<file path="src/rtl/dffram_pkg.sv">
// Shared definitions for the DFFRAM Wishbone bridge: cycle-type codes, FSM states, default depth.
package dffram_pkg;

  localparam int MEM_WORDS_DEF = 256;

  localparam logic [2:0] CTI_CLASSIC = 3'b000;
  localparam logic [2:0] CTI_INCR    = 3'b010;
  localparam logic [2:0] CTI_EOB     = 3'b111;

  typedef enum logic [1:0] {
    IDLE    = 2'd0,
    WR_ACK  = 2'd1,
    RD_ACK  = 2'd2,
    ERR_ACK = 2'd3
  } state_e;

endpackage

</file>
<file path="src/rtl/dffram_wb_bridge.sv">
// Wishbone B4 classic slave in front of one DFFRAM macro; supports incrementing read
// bursts at one word per clock and flags out-of-range word indices with err.
module dffram_wb_bridge
  import dffram_pkg::*;
#(
  parameter int AW        = 8,
  parameter int DW        = 32,
  parameter int MEM_WORDS = MEM_WORDS_DEF
) (
  input  logic            CLK,
  input  logic            RST_N,
  input  logic            wbs_cyc_i,
  input  logic            wbs_stb_i,
  input  logic            wbs_we_i,
  input  logic [AW+1:0]   wbs_adr_i,
  input  logic [DW/8-1:0] wbs_sel_i,
  input  logic [DW-1:0]   wbs_dat_i,
  input  logic [2:0]      wbs_cti_i,
  output logic [DW-1:0]   wbs_dat_o,
  output logic            wbs_ack_o,
  output logic            wbs_err_o,
  output logic            ram_en_o,
  output logic [DW/8-1:0] ram_we_o,
  output logic [AW-1:0]   ram_a_o,
  output logic [DW-1:0]   ram_di_o,
  input  logic [DW-1:0]   ram_do_i
);

  localparam logic [AW:0] MEM_LIM = (AW+1)'(MEM_WORDS);

  state_e        state_q;
  logic          ack_q;
  logic          err_q;
  logic [AW-1:0] cnt_q;

  logic          req;
  logic          in_range;
  logic          burst_go;
  logic [AW-1:0] idx;
  logic [AW:0]   nxt;
  logic          unused_adr;

  assign req        = wbs_cyc_i & wbs_stb_i;
  assign idx        = wbs_adr_i[AW+1:2];
  assign in_range   = {1'b0, idx} < MEM_LIM;
  assign nxt        = {1'b0, cnt_q} + (AW+1)'(1);
  assign unused_adr = &{1'b0, wbs_adr_i[1:0]};

  // Burst continues only while the master keeps asking for more and the next word exists.
  assign burst_go = (state_q == RD_ACK) && req && !wbs_we_i &&
                    (wbs_cti_i == CTI_INCR) && (nxt < MEM_LIM);

  // RAM strobes are combinational so the macro samples them on the same edge as the request.
  always_comb begin
    ram_en_o = 1'b0;
    ram_we_o = '0;
    ram_a_o  = idx;
    ram_di_o = wbs_dat_i;
    if (RST_N) begin
      case (state_q)
        IDLE: begin
          if (req && in_range) begin
            ram_en_o = 1'b1;
            if (wbs_we_i) ram_we_o = wbs_sel_i;
          end
        end
        RD_ACK: begin
          if (burst_go) begin
            ram_en_o = 1'b1;
            ram_a_o  = nxt[AW-1:0];
          end
        end
        default: ;
      endcase
    end
  end

  // Control FSM; ack/err are registered and never overlap.
  always_ff @(posedge CLK or negedge RST_N) begin
    if (!RST_N) begin
      state_q <= IDLE;
      ack_q   <= 1'b0;
      err_q   <= 1'b0;
      cnt_q   <= '0;
    end else begin
      case (state_q)
        IDLE: begin
          ack_q <= 1'b0;
          err_q <= 1'b0;
          if (req) begin
            if (!in_range) begin
              state_q <= ERR_ACK;
              err_q   <= 1'b1;
            end else begin
              cnt_q   <= idx;
              ack_q   <= 1'b1;
              state_q <= wbs_we_i ? WR_ACK : RD_ACK;
            end
          end
        end
        RD_ACK: begin
          if (burst_go) begin
            cnt_q <= nxt[AW-1:0];
            ack_q <= 1'b1;
          end else begin
            state_q <= IDLE;
            ack_q   <= 1'b0;
          end
        end
        default: begin
          state_q <= IDLE;
          ack_q   <= 1'b0;
          err_q   <= 1'b0;
        end
      endcase
    end
  end

  assign wbs_ack_o = ack_q;
  assign wbs_err_o = err_q;
  assign wbs_dat_o = ram_do_i;

endmodule

</file>
<file path="config.mk">
export PLATFORM = sky130hd
export DESIGN_NAME = dffram_wb_bridge
export DESIGN_NICKNAME = d
export VERILOG_FILES = /design/src/rtl/dffram_pkg.sv /design/src/rtl/dffram_wb_bridge.sv
export SDC_FILE = /design/constraint.sdc
export NUM_CORES = 1
export LEC_CHECK = 0
export ABC_CLOCK_PERIOD_IN_PS = 1600
export CORE_MARGIN = 10
export CORE_UTILIZATION = 24
export CTS_CLUSTER_SIZE = 12
export DETAILED_ROUTE_END_ITERATION = 6
export PLACE_DENSITY = 0.86
export SLEW_MARGIN = 20
export SYNTH_ARGS = -nofsm -noshare
export SYNTH_HDL_FRONTEND = slang
export SYNTH_SLANG_ARGS = --single-unit
</file>
<file path="constraint.sdc">
create_clock -name CLK -period 1.6 [get_ports CLK]
set_input_delay 0.32 -clock CLK [delete_from_list [all_inputs] [get_ports CLK]]
set_output_delay 0.32 -clock CLK [all_outputs]
set_load 0.01 [all_outputs]
</file>
==> metrics.md <==
| Metric | Value |
|---|---|
| Reg-to-reg slack, setup | -210 ps |
| Horiz. Die Dim | 94.9 um |
| Final #Nets | 266 |
| Largest net degree at the start of global routing | 22 |
| Initial antenna violation count | 0 |
| IO Port Bufs | 33 |
| Cell Pwr Density | 735 nW/um2 |
| Syn Area/Cell | 8.01 um2 |
| Fmax | 0.491 GHz |
| Most Frequent Cell on Critical Path | buf_6 |
| Post-synthesis instance total | 168 |
| Post-layout util | 0.317 |
| Total gr overflow | 0 |
| Synthesized flop and latch total | 11 |
| Clk root buf | clkbuf_8 |
| # rows | 27 |
| CP max-delay cell | dfrtp_1 |
| Hold Vio Cnt, Final | 0 |
| Final wirelength | 3640 um |
| Max_cap viols | 0 |
| Mapped Area | 1350 um2 |
| Crit-path max cell delay | 390 ps |
| Total GRT Usage | 0.0826 |
| DPL Wire Length | 2620 um |
| Total number of vias | 1125 |
| Syn_nets | 255 |
| Final Setup Violations | 22 |
| Startpoint Class | register |
| Clk sinks | 11 |
| RSZ-0062 raised after global routing | yes |
| Setup WS post-layout | -436 ps |
| CTS tree | yes |
| Min-Delay Path Class | input pin to asynchronous set/reset pin |
| Share of power burned in combinational logic | 0.484 |
| DRC | 0 |
| Pint | 0.000838 W |
| Boundary Pins | 165 |
| Failing checks | negative setup slack |
| Crit path kind | register to output port |
| Area Overhead vs Synth | 29.0% |
| Clock share of power | 0.225 |
| Starting Density | 0.246 |
| Fillcell total | 591 |
| Async SR Flop Fraction | 1.00 |
| EDFF count, synth | 0 |
| Critical Path Fanout Max | 7 |
| Max Slew Vio Count | 0 |
| Static Leak | 0.754 nW |
| Die Y | 94.9 um |
| CP endpoint | ram_a_o[1] |
| Fin crit period | 2040 ps |
| Synth cell types | 35 |
| Placed insts | 230 |
| WP data arrival | 1720 ps |
| Most frequent cells in the layout | 35 x buf_4, 13 x clkdlybuf4s50_1, 12 x buf_6 |
| Layout cells sized above 1 | 0.528 |
| Max IR drop VDD | 406 uV |
| Number of global-route vias before repair | 1222 |
| Period utilization | 1.27 |
| Area contributors post-synth | buf_4 37%, dfrtp_1 20%, o21ai_0 4.8% |
| Finished Layout Cells | 250 |
| Sequential share of power | 0.291 |
| CTS clk-pin slew, worst paths | 50 ps |
| Cell Chain, Critical Path | ha_4 > nand3_4 > o2111ai_4 > buf_6 > mux2_4 > buf_6 |
| Clk_skew | 2.94 ps |
| Top FF cell, synth | dfrtp_1 |
| Sw Pwr | 0.000439 W |
| Setup crit start | cnt_q[1] |
| Routed Antenna Nets | 0 |
| Initial DRT Pass Iterations | 4 |
| Htree depth | 1 |
| Synth top area share | 0.368 |
| Cell accounting for the most synthesized area | buf_4 |
| Core Area | 5470 um2 |
| GP Congestion | 0.810 |
| Most common cell after layout, fill and taps aside | buf_4 |
| CP Capture Type | output port |
| Crit Reg-Reg Startpoint | cnt_q[1] |
| Post-synthesis sequential area ratio | 0.204 |
| Worst r2r path cells | 9 |
| YS warnings | 0 |
| Starting DRT DRC Count | 68 |
| Full die area | 9010 um2 |
| CTS Buf Count | 3 |
| First-pass GRT wire length | 6020 um |
| Vias/cell | 4.50 |
| ANT cells | 0 |
| Outcome | finished with violations |
| Worst path required time | 1280 ps |
| Later-pin clock latency in the skew report | 240 ps |
| Clock tree buffer depth | 2 |
| Routed len/inst | 14.6 um |
| Switching Fraction | 0.344 |
| R2R Path End | cnt_q[6] |
-- cell type report --
class                           count  area [um2]  area share
Multi-Input combinational cell     84         659       0.380
Timing Repair Buffer               77         659       0.380
Sequential cell                    11         275       0.159
Inverter                            2        7.51     0.00432
Tap cell                           72        90.1      0.0519
Clock buffer                        4        45.0      0.0259
-- cell usage after synthesis (all sizes together), types with 2 or more instances --
master  number
buf         70
o21ai       13
a21oi       11
dfrtp       11
nand2       11
nor2         7
and3         6
nand3        5
xnor2        4
a31o         2
and2         2
inv          2
nand2b       2
nand4        2
o22ai        2
xor2         2
-- metrics by stage --
step                total power, W  instance area [um2]  hold slack, ps  setup WS, ps  setup TNS (ps)
floorplan                 0.000788                 1370            24.4         -18.2           -57.3
global placement          0.000869                 1470             539          -932          -13910
detailed placement        0.000887                 1470             550          -987          -15040
CTS                        0.00123                 1660             164          -424           -4020
global route               0.00137                 1740             175          -500           -6320
finish                     0.00128                 1740             163          -436           -4750
-- registers in the layout, summed over array words and instances, names as in the netlist --
register	count
state_q	2
wbs_ack_o	1
cnt_q	8
-- worst max-delay path: cells and delay by family, from the launching register on --
family	cells	cell delay, ps
compound gates	1	220
flops	1	390
fa+ha+maj	1	170
mux	1	310
buf+inv	2	300
simple gates	1	80
-- cells by family after synthesis --
logic type                 count (synthesis)  share of synthesized area
and+or+nand+nor                           40                      0.169
xor gates and xnor gates                   6                     0.0390
DFF                                       11                      0.204
AOI/OAI and AO/OA                         34                      0.163
muxes                                      2                     0.0158
adders and majority gates                  1                    0.00929
buffers and inverters                     73                      0.397
other                                      1                    0.00279
-- routing by layer --
metal / GRT usage / part of all wire
met1: 0.0875 / 0.38
met2: 0.129 / 0.48
met3: 0.0428 / 0.10
met4: 0.0486 / 0.037
met5: 0 / 0
-- repair_timing --
| action | 4_1_cts | 5_1_grt |
|---|---|---|
| cloned | 1 | 0 |
| setup buffers | 10 | 7 |
| endpoints found under the setup margin | 21 | 21 |
| gates resized for setup | 99 | 13 |
| hold buffers | 0 | 0 |
| pin swaps | 13 | 4 |
-- power by group through the flow --
stage | sequential (W) | clock [W] | combinational, W
after floorplan | 0.000384 | 0 | 0.000404
after global placement | 0.000365 | 0 | 0.000504
after detailed placement | 0.000370 | 0 | 0.000517
after CTS | 0.000371 | 0.000293 | 0.000568
after global routing | 0.000377 | 0.000314 | 0.000675
final | 0.000371 | 0.000287 | 0.000618
-- how the worst min path moves through the flow --
stage / from / end / slack [ps] / cells after the start
2_1_floorplan: RST_N / cnt_q[0] / 20 / 0
6_report: RST_N / cnt_q[4] / 160 / 2
5_1_grt: RST_N / cnt_q[2] / 170 / 2
4_1_cts: RST_N / cnt_q[2] / 160 / 2
3_3_place_gp: state_q[1] / state_q[1] / 540 / 2
3_5_place_dp: state_q[1] / state_q[1] / 550 / 2
No activity file was read; power rests on OpenSTA's default activity.
